`src/rtl/bimode_pkg.sv`:
```
// bimode_pkg: shared types and helpers for the bi-mode branch predictor.
//   cnt_t        - saturating counter container (holds counters up to CNT_MAX_W bits)
//   inflight_t   - one outstanding prediction: indices, bank used, predicted direction
//   state_e      - recovery FSM states
//   choice_rst / taken_rst / ntaken_rst - counter reset constants for a given width
//   cnt_sat      - saturating increment/decrement toward a resolved outcome
package bimode_pkg;

  localparam int CNT_MAX_W = 8;
  localparam int IDX_MAX_W = 16;

  typedef logic [CNT_MAX_W-1:0] cnt_t;

  typedef struct packed {
    logic [IDX_MAX_W-1:0] choice_idx;
    logic [IDX_MAX_W-1:0] dir_idx;
    logic                 bank_sel;
    logic                 pred;
  } inflight_t;

  typedef enum logic {
    ST_RUN     = 1'b0,
    ST_RECOVER = 1'b1
  } state_e;

  // Weakly not-taken: 0111..1
  function automatic cnt_t choice_rst(input int w);
    return cnt_t'((1 << (w - 1)) - 1);
  endfunction

  // Weakly taken: 1000..0
  function automatic cnt_t taken_rst(input int w);
    return cnt_t'(1 << (w - 1));
  endfunction

  function automatic cnt_t ntaken_rst(input int w);
    return cnt_t'((1 << (w - 1)) - 1);
  endfunction

  function automatic cnt_t cnt_sat(input cnt_t c, input logic up, input int w);
    cnt_t max_v;
    max_v = cnt_t'((1 << w) - 1);
    if (up) return (c >= max_v) ? c : c + cnt_t'(1);
    else    return (c == '0)    ? c : c - cnt_t'(1);
  endfunction

endpackage

```
`src/rtl/bimode_inflight_q.sv`:
```
// bimode_inflight_q: circular FIFO of outstanding predictions.
//   push/push_data - enqueue (ignored when full)
//   pop            - dequeue oldest (ignored when empty)
//   flush          - empty the queue; wins over push/pop in the same cycle
//   head_data      - oldest entry, valid when !empty
//   full/empty/count - occupancy status, reflecting the previous edge
module bimode_inflight_q #(
  parameter  int W     = 34,
  parameter  int DEPTH = 4,
  localparam int CW    = $clog2(DEPTH) + 1,
  localparam int PW    = (DEPTH > 1) ? $clog2(DEPTH) : 1
) (
  input  logic          clk,
  input  logic          rst,
  input  logic          push,
  input  logic [W-1:0]  push_data,
  input  logic          pop,
  input  logic          flush,
  output logic [W-1:0]  head_data,
  output logic          full,
  output logic          empty,
  output logic [CW-1:0] count
);

  logic [W-1:0]  mem_q [DEPTH];
  logic [PW-1:0] wr_ptr_q, wr_ptr_d;
  logic [PW-1:0] rd_ptr_q, rd_ptr_d;
  logic [CW-1:0] count_q, count_d;
  logic          push_ok, pop_ok;

  function automatic logic [PW-1:0] ptr_inc(input logic [PW-1:0] p);
    return (p == PW'(DEPTH - 1)) ? '0 : p + PW'(1);
  endfunction

  assign full      = (count_q == CW'(DEPTH));
  assign empty     = (count_q == '0);
  assign count     = count_q;
  assign head_data = mem_q[rd_ptr_q];
  assign push_ok   = push && !full;
  assign pop_ok    = pop && !empty;

  always_comb begin
    wr_ptr_d = wr_ptr_q;
    rd_ptr_d = rd_ptr_q;
    count_d  = count_q;
    if (flush) begin
      wr_ptr_d = '0;
      rd_ptr_d = '0;
      count_d  = '0;
    end else begin
      if (push_ok) wr_ptr_d = ptr_inc(wr_ptr_q);
      if (pop_ok)  rd_ptr_d = ptr_inc(rd_ptr_q);
      count_d = count_q + CW'(push_ok) - CW'(pop_ok);
    end
  end

  always_ff @(posedge clk or posedge rst) begin
    if (rst) begin
      wr_ptr_q <= '0;
      rd_ptr_q <= '0;
      count_q  <= '0;
    end else begin
      wr_ptr_q <= wr_ptr_d;
      rd_ptr_q <= rd_ptr_d;
      count_q  <= count_d;
    end
  end

  // Storage needs no reset: entries are only read while counted as valid.
  always_ff @(posedge clk) begin
    if (push_ok && !flush) mem_q[wr_ptr_q] <= push_data;
  end

endmodule

```
`src/rtl/bimode_pred_ng.sv`:
```
// bimode_pred_ng: parametrised bi-mode branch predictor with speculative
// global history, in-order resolution and mispredict recovery.
//   pred_valid/pred_ready/branch_address   - prediction request handshake
//   pred_resp_valid/prediction/pred_resp_squash - registered response, one cycle later
//   upd_valid/real_ton                     - resolve oldest in-flight branch
//   upd_mispredict/upd_err                 - registered resolve status pulses
//   inflight_cnt                           - outstanding predictions
//   total_cnt/hit_cnt                      - statistics, present only when
//                                            BIMODE_STATS_EN is defined (else 0)
//
// state      | meaning
// -----------+-----------------------------------------------------------
// ST_RUN     | normal operation, accept requests while queue not full
// ST_RECOVER | one cycle after a mispredict flush, requests held off
module bimode_pred_ng
  import bimode_pkg::*;
#(
  parameter  int ADDR_W   = 64,
  parameter  int HIST_W   = 8,
  parameter  int IDX_W    = 8,
  parameter  int CNT_W    = 2,
  parameter  int INFLIGHT = 4,
  parameter  int STAT_W   = 32,
  localparam int ICW      = $clog2(INFLIGHT) + 1
) (
  input  logic              clk,
  input  logic              rst,
  input  logic              pred_valid,
  output logic              pred_ready,
  input  logic [ADDR_W-1:0] branch_address,
  output logic              pred_resp_valid,
  output logic              prediction,
  output logic              pred_resp_squash,
  input  logic              upd_valid,
  input  logic              real_ton,
  output logic              upd_mispredict,
  output logic              upd_err,
  output logic [ICW-1:0]    inflight_cnt,
  output logic [STAT_W-1:0] total_cnt,
  output logic [STAT_W-1:0] hit_cnt
);

  localparam int TBL_N = 2 ** IDX_W;
  localparam int QW    = $bits(inflight_t);

  logic [CNT_W-1:0] choice_q [TBL_N];
  logic [CNT_W-1:0] taken_q  [TBL_N];
  logic [CNT_W-1:0] ntaken_q [TBL_N];

  logic [HIST_W-1:0] spec_hist_q, spec_hist_d;
  logic [HIST_W-1:0] arch_hist_q, arch_hist_d;
  state_e            state_q, state_d;
  logic              resp_valid_q, resp_valid_d;
  logic              prediction_q, prediction_d;
  logic              squash_q, squash_d;
  logic              mispredict_q, mispredict_d;
  logic              err_q, err_d;

  logic [IDX_W-1:0] base_idx, dir_idx;
  logic [CNT_W-1:0] choice_rd, dir_rd;
  logic             bank_sel, pred_dir, accept;

  logic             q_full, q_empty, q_push, resolve, mispredict;
  logic [QW-1:0]    q_head_raw;
  inflight_t        q_head, q_push_e;
  logic [IDX_W-1:0] h_choice, h_dir;
  logic [CNT_W-1:0] sel_rd, sel_new, choice_new;
  logic             choice_upd;
  logic             unused_bits;

  // Lookup for the incoming request (pre-update tables, no bypass)
  always_comb begin
    base_idx  = branch_address[IDX_W+1:2];
    dir_idx   = base_idx ^ IDX_W'(spec_hist_q);
    choice_rd = choice_q[base_idx];
    bank_sel  = choice_rd[CNT_W-1];
    dir_rd    = bank_sel ? taken_q[dir_idx] : ntaken_q[dir_idx];
    pred_dir  = dir_rd[CNT_W-1];
  end

  assign pred_ready = (state_q == ST_RUN) && !q_full;
  assign accept     = pred_valid && pred_ready;

  // Resolution of the oldest entry
  always_comb begin
    q_head     = inflight_t'(q_head_raw);
    h_choice   = q_head.choice_idx[IDX_W-1:0];
    h_dir      = q_head.dir_idx[IDX_W-1:0];
    resolve    = upd_valid && !q_empty;
    mispredict = resolve && (real_ton != q_head.pred);
    sel_rd     = q_head.bank_sel ? taken_q[h_dir] : ntaken_q[h_dir];
    sel_new    = CNT_W'(cnt_sat(cnt_t'(sel_rd), real_ton, CNT_W));
    choice_new = CNT_W'(cnt_sat(cnt_t'(choice_q[h_choice]), real_ton, CNT_W));
    // Leave the chooser alone when the other bank was "wrong" but the
    // selected bank already got it right: that bank is doing its job.
    choice_upd = !((q_head.bank_sel != real_ton) && (sel_rd[CNT_W-1] == real_ton));
  end

  // Histories, FSM and registered outputs
  always_comb begin
    arch_hist_d  = arch_hist_q;
    spec_hist_d  = spec_hist_q;
    state_d      = state_q;
    resp_valid_d = accept;
    prediction_d = accept && pred_dir;
    squash_d     = accept && mispredict;
    mispredict_d = mispredict;
    err_d        = upd_valid && q_empty;
    q_push       = accept && !mispredict;

    if (resolve) arch_hist_d = {arch_hist_q[HIST_W-2:0], real_ton};

    if (mispredict)  spec_hist_d = arch_hist_d;
    else if (accept) spec_hist_d = {spec_hist_q[HIST_W-2:0], pred_dir};

    case (state_q)
      ST_RUN:     if (mispredict) state_d = ST_RECOVER;
      ST_RECOVER: state_d = ST_RUN;
      default:    state_d = ST_RUN;
    endcase

    q_push_e            = '0;
    q_push_e.choice_idx = IDX_MAX_W'(base_idx);
    q_push_e.dir_idx    = IDX_MAX_W'(dir_idx);
    q_push_e.bank_sel   = bank_sel;
    q_push_e.pred       = pred_dir;
  end

  always_ff @(posedge clk or posedge rst) begin
    if (rst) begin
      spec_hist_q  <= '0;
      arch_hist_q  <= '0;
      state_q      <= ST_RUN;
      resp_valid_q <= 1'b0;
      prediction_q <= 1'b0;
      squash_q     <= 1'b0;
      mispredict_q <= 1'b0;
      err_q        <= 1'b0;
    end else begin
      spec_hist_q  <= spec_hist_d;
      arch_hist_q  <= arch_hist_d;
      state_q      <= state_d;
      resp_valid_q <= resp_valid_d;
      prediction_q <= prediction_d;
      squash_q     <= squash_d;
      mispredict_q <= mispredict_d;
      err_q        <= err_d;
    end
  end

  always_ff @(posedge clk or posedge rst) begin
    if (rst) begin
      for (int i = 0; i < TBL_N; i++) begin
        choice_q[i] <= CNT_W'(choice_rst(CNT_W));
        taken_q[i]  <= CNT_W'(taken_rst(CNT_W));
        ntaken_q[i] <= CNT_W'(ntaken_rst(CNT_W));
      end
    end else if (resolve) begin
      if (q_head.bank_sel) taken_q[h_dir]  <= sel_new;
      else                 ntaken_q[h_dir] <= sel_new;
      if (choice_upd) choice_q[h_choice] <= choice_new;
    end
  end

  bimode_inflight_q #(
    .W     (QW),
    .DEPTH (INFLIGHT)
  ) u_q (
    .clk       (clk),
    .rst       (rst),
    .push      (q_push),
    .push_data (q_push_e),
    .pop       (resolve),
    .flush     (mispredict),
    .head_data (q_head_raw),
    .full      (q_full),
    .empty     (q_empty),
    .count     (inflight_cnt)
  );

  assign pred_resp_valid  = resp_valid_q;
  assign prediction       = prediction_q;
  assign pred_resp_squash = squash_q;
  assign upd_mispredict   = mispredict_q;
  assign upd_err          = err_q;

`ifdef BIMODE_STATS_EN
  logic [STAT_W-1:0] total_q, total_d;
  logic [STAT_W-1:0] hit_q, hit_d;

  always_comb begin
    total_d = total_q;
    hit_d   = hit_q;
    if (resolve && (total_q != '1))               total_d = total_q + STAT_W'(1);
    if (resolve && !mispredict && (hit_q != '1))  hit_d   = hit_q + STAT_W'(1);
  end

  always_ff @(posedge clk or posedge rst) begin
    if (rst) begin
      total_q <= '0;
      hit_q   <= '0;
    end else begin
      total_q <= total_d;
      hit_q   <= hit_d;
    end
  end

  assign total_cnt = total_q;
  assign hit_cnt   = hit_q;
`else
  assign total_cnt = '0;
  assign hit_cnt   = '0;
`endif

  // Address bits outside the index and widened index fields are not used.
  assign unused_bits = ^{branch_address, q_head_raw};

endmodule

```
`config.mk`:
```
export PLATFORM = sky130hd
export DESIGN_NAME = bimode_pred_ng
export DESIGN_NICKNAME = d
export VERILOG_FILES = /design/src/rtl/bimode_pkg.sv /design/src/rtl/bimode_inflight_q.sv /design/src/rtl/bimode_pred_ng.sv
export SDC_FILE = /design/constraint.sdc
export NUM_CORES = 2
export LEC_CHECK = 0
export ABC_AREA = 1
export CAP_MARGIN = 20
export CORE_ASPECT_RATIO = 1.25
export CORE_MARGIN = 5
export CORE_UTILIZATION = 45
export CTS_BUF_LIST = sky130_fd_sc_hd__clkbuf_16
export CTS_CLUSTER_DIAMETER = 60
export DETAILED_ROUTE_END_ITERATION = 8
export HOLD_SLACK_MARGIN = 0.02
export MAX_ROUTING_LAYER = met4
export PLACE_DENSITY = 0.61
export SYNTH_ARGS = -nofsm -noshare
export SYNTH_HDL_FRONTEND = slang
export SYNTH_SLANG_ARGS = --single-unit
```
`constraint.sdc`:
```
create_clock -name clk -period 60.4 [get_ports clk]
set_input_delay 12.08 -clock clk [delete_from_list [all_inputs] [get_ports clk]]
set_output_delay 12.08 -clock clk [all_outputs]
set_load 0.01 [all_outputs]
```
==> summary.md <==
| Metric | Value |
|---|---|
| Most common cell after layout, fill and taps aside | `nand2_1` |
| Worst-margin pin slew | `1.179 ns` |
| Post-Syn Area | `0.09411 sq mm` |
| Area of the multi-input gates | `0.04366 sq mm` |
| WL/cell | `22.37 microns` |
| Detailed Route WL | `356,800 microns` |
| Core area | `0.2080 sq mm` |
| Final hold violations | `0` |
| Fin crit share | `27.87%` |
| Final GP Congestion | `between 0.8 and 0.9` |
| Yosys warning count | `0` |
| Post-DRT Antenna Nets | `0` |
| Die extent in x | `419.0 microns` |
| Max Root-Sink Buffers | `3` |
| R2R Setup Slk | `49.51 ns` |
| Most frequent cells in the layout | `nand2_1 (5,997), nand3_1 (1,353), inv_1 (1,021)` |
| Vias in the first global route | `90,850` |
| Pwr Density | `roughly 65 mW/mm^2` |
| Ports | `142` |
| CP required | `60.97 ns` |
| Worst-Skew Late Latency | `0.86 ns` |
| Clock skew | `0.06524 ns` |
| Critical path class | `input port to register` |
| Filler Cell Count | `about 20,000` |
| Crit. Startpoint | `branch_address[2]` |
| Tmin final | `16.84 ns` |
| Fin. max-slew vios | `0` |
| Die Area | `0.2184 sq mm` |
| Mapped Avg Cell Area | `slightly below 7 sq um` |
| Hold_ws | `~0.44 ns` |
| Power share of the combinational group | `55.6%` |
| Seq pwr share | `roughly 27%` |
| Sequential-to-total area share from yosys stat | `between 40 and 50%` |
| # resized after CTS | `0` |
| Hold EP | `state_q` |
| Die Y | `521.3 microns` |
| Cell variety after synth | `41` |
| Status | `completed` |
| Post-Syn Instances | `13,580` |
| Internal cell power | `approximately 2.9 mW` |
| Largest net degree at the start of global routing | `170` |
| First-pass GRT wire length | `540,600 microns` |
| Worst Path Arrival | `17.40 ns` |
| Flip-flop and latch count after synthesis | `1,637` |
| Worst-path fanout max | `62` |
| CTS H-tree lvls | `4` |
| Rows | `~190` |
| Clock share of power | `between 15 and 20%` |
| Hold path startpoint | `state_q` |
| Hold crit path type | `register to register` |
| Nets | `roughly 13,000` |
| Worst-case vdd ir drop | `0.1056 mV` |
| Initial Utilization | `between 40% and 50%` |
| Worst-path clk slew | `0.06 ns` |
| I/O Buffers | `21` |
| Critical path endpoint category | `register` |
| Leak pwr | `47.24 nW` |
| CTS root buf | `clkbuf_16` |
| Initial DRC Count | `a little over 10,000` |
| Fraction of layout cells with a size suffix above 1 | `between 9 and 10%` |
| RSZ-0062 raised after global routing | `false` |
| Setup TNS | `0 ns` |
| Drt first pass iters | `8` |
| Area Overhead vs Synth | `7.248%` |
| Worst rel slew slack | `21.39%` |
| RR Endpoint | `ntaken_q[311]` |
| Sequential Area | `between 0.04 and 0.05 sq mm` |
| Reg2Reg Depth | `27` |
| Total CTS buffers | `182` |
| Sw power | `approximately 3.6 mW` |
| Total number of vias | `93,180` |
| CTS Hold Bufs | `0` |
| Maximum clock frequency | `59.40 MHz` |
| Number of synthesized flops with an enable pin | `between 70 and 80` |
| Sw frac | `55.38%` |
| CTS tree | `done` |
| DRC | `0` |
| Min-Delay Path Depth | `1` |
| Setup Fix Bufs, Post-CTS | `0` |
| CTS Sinks | `between 1,500 and 2,000` |
| Vias per cell | `just under 6` |
| Max Cap Viol | `0` |
| Synth Flop Type | `dfrtp_1` |
| Total Routing Usage GR | `32.73%` |
| Post-DP HPWL | `193,400 microns` |
| Initial antenna violation count | `5` |
| Post-synth ARST share | `95.60%` |
| Remaining Overflow, GRT | `0` |
| RR Startpoint | `u_q.rd_ptr_q[0]` |
| Startpoint Class | `input port` |
| # setup viols final | `0` |
flip-flops by register name, indices dropped and copies added (netlist names), 2 cells and up:
register,count
choice_q,512
ntaken_q,512
taken_q,512
u_q.mem_q,72
arch_hist_q,8
spec_hist_q,8
u_q.count,3
u_q.rd_ptr_q,2
u_q.wr_ptr_q,2
worst max-delay path: stages:
cell      delay (ns)
buf_4           0.16
inv_4           0.28
nand2_1         0.16
nand2_4         0.49
buf_4           0.74
buf_4           0.67
buf_4           0.67
nand2_1         0.11
o21ai_0         0.11
o221ai_1        0.17
nand3_1         0.13
nand3_1         0.16
nand3_1         0.33
nand3_1         0.11
nand3_1         0.23
nand2_1         0.08
inv_1           0.07
nand2_1         0.05
nand2_1         0.28
inv_1           0.14
layout make-up:
class / count / share of cell area, %
antenna: 5 / 0.01240
clock buffer: 185 / 4.587
clock inverter: 159 / 1.225
inverter: 1035 / 3.917
multi-input combinational: 9993 / 43.26
sequential: 1637 / 41.90
tap: 2740 / 3.397
timing repair buffer: 194 / 1.711
cells in the mapped netlist, types with 9 or more instances:
master,count,area (sq um)
a21oi_1,87,435.4
o22ai_1,60,375.4
nor2_1,655,2459
a22oi_1,237,1779
nand2_1,6016,22580
xnor2_1,9,78.83
buf_6,47,529.3
nor3_1,522,2613
nand3_1,1355,6782
inv_2,13,48.80
inv_1,1007,3780
buf_2,350,1752
buf_1,73,274.0
nand4_1,77,481.7
buf_4,90,675.7
edfxtp_1,72,2162
dfrtp_1,797,19940
o211ai_1,54,405.4
a221oi_1,13,113.9
o221ai_1,126,1104
clkbuf_1,419,1573
nand3b_1,57,427.9
clkinv_1,15,56.30
o21ai_0,499,2497
dfstp_2,768,20180
o21ai_1,116,580.6
kinds of logic after synthesis:
logic type / Yosys count / share of synthesized area, %
adder cells (fa/ha/maj): 8 / 0.1143
flip-flops: 1637 / 44.93
AND/OR/NAND/NOR: 8704 / 37.73
XOR/XNOR: 9 / 0.08376
buffers and inverters: 2014 / 9.232
other: 1 / 0.003985
AO/OA/AOI/OAI: 1208 / 7.907
through the flow:
step | cells | area (sq um) | power, mW | setup slack (ns) | util [%]
2_1_floorplan | 13640 | 94350 | 4.122 | 5.436 | -
3_3_place_gp | 15590 | 94910 | 5.281 | 42.92 | 45.63
3_5_place_dp | 15590 | 94950 | 5.321 | 42.94 | 45.65
4_1_cts | 15940 | 100800 | 6.449 | 43.84 | 48.47
5_1_grt | 15950 | 100900 | 6.856 | 43.51 | 48.52
6_report | 15950 | 100900 | 6.552 | 43.56 | 48.52
per-layer routing:
metal	up-vias	part of all wire (%)	global-route usage [%]
li1	42190	-	-
met1	44940	38	38.80
met2	4758	46	52.09
met3	1291	9.2	5.519
met4	0	7.3	20.31
met5	-	0	-
how the worst max path moves through the flow:
stage / slack, ns / endpoint
final: 43.56 / u_q.mem_q[1][0]
after global routing: 43.51 / ntaken_q[232]
after CTS: 43.84 / taken_q[216]
after detailed placement: 42.94 / taken_q[216]
after global placement: 42.92 / taken_q[218]
after floorplan: 5.44 / arch_hist_q[0]
power groups by stage:
stage | Combinational [mW] | Clock, mW | Sequential (mW)
2_1_floorplan | 2.38 | 0 | 1.74
5_1_grt | 3.85 | 1.18 | 1.83
3_5_place_dp | 3.52 | 0 | 1.80
3_3_place_gp | 3.49 | 0 | 1.79
6_report | 3.64 | 1.12 | 1.79
4_1_cts | 3.53 | 1.13 | 1.79
Power figures use the tool's default switching activity.
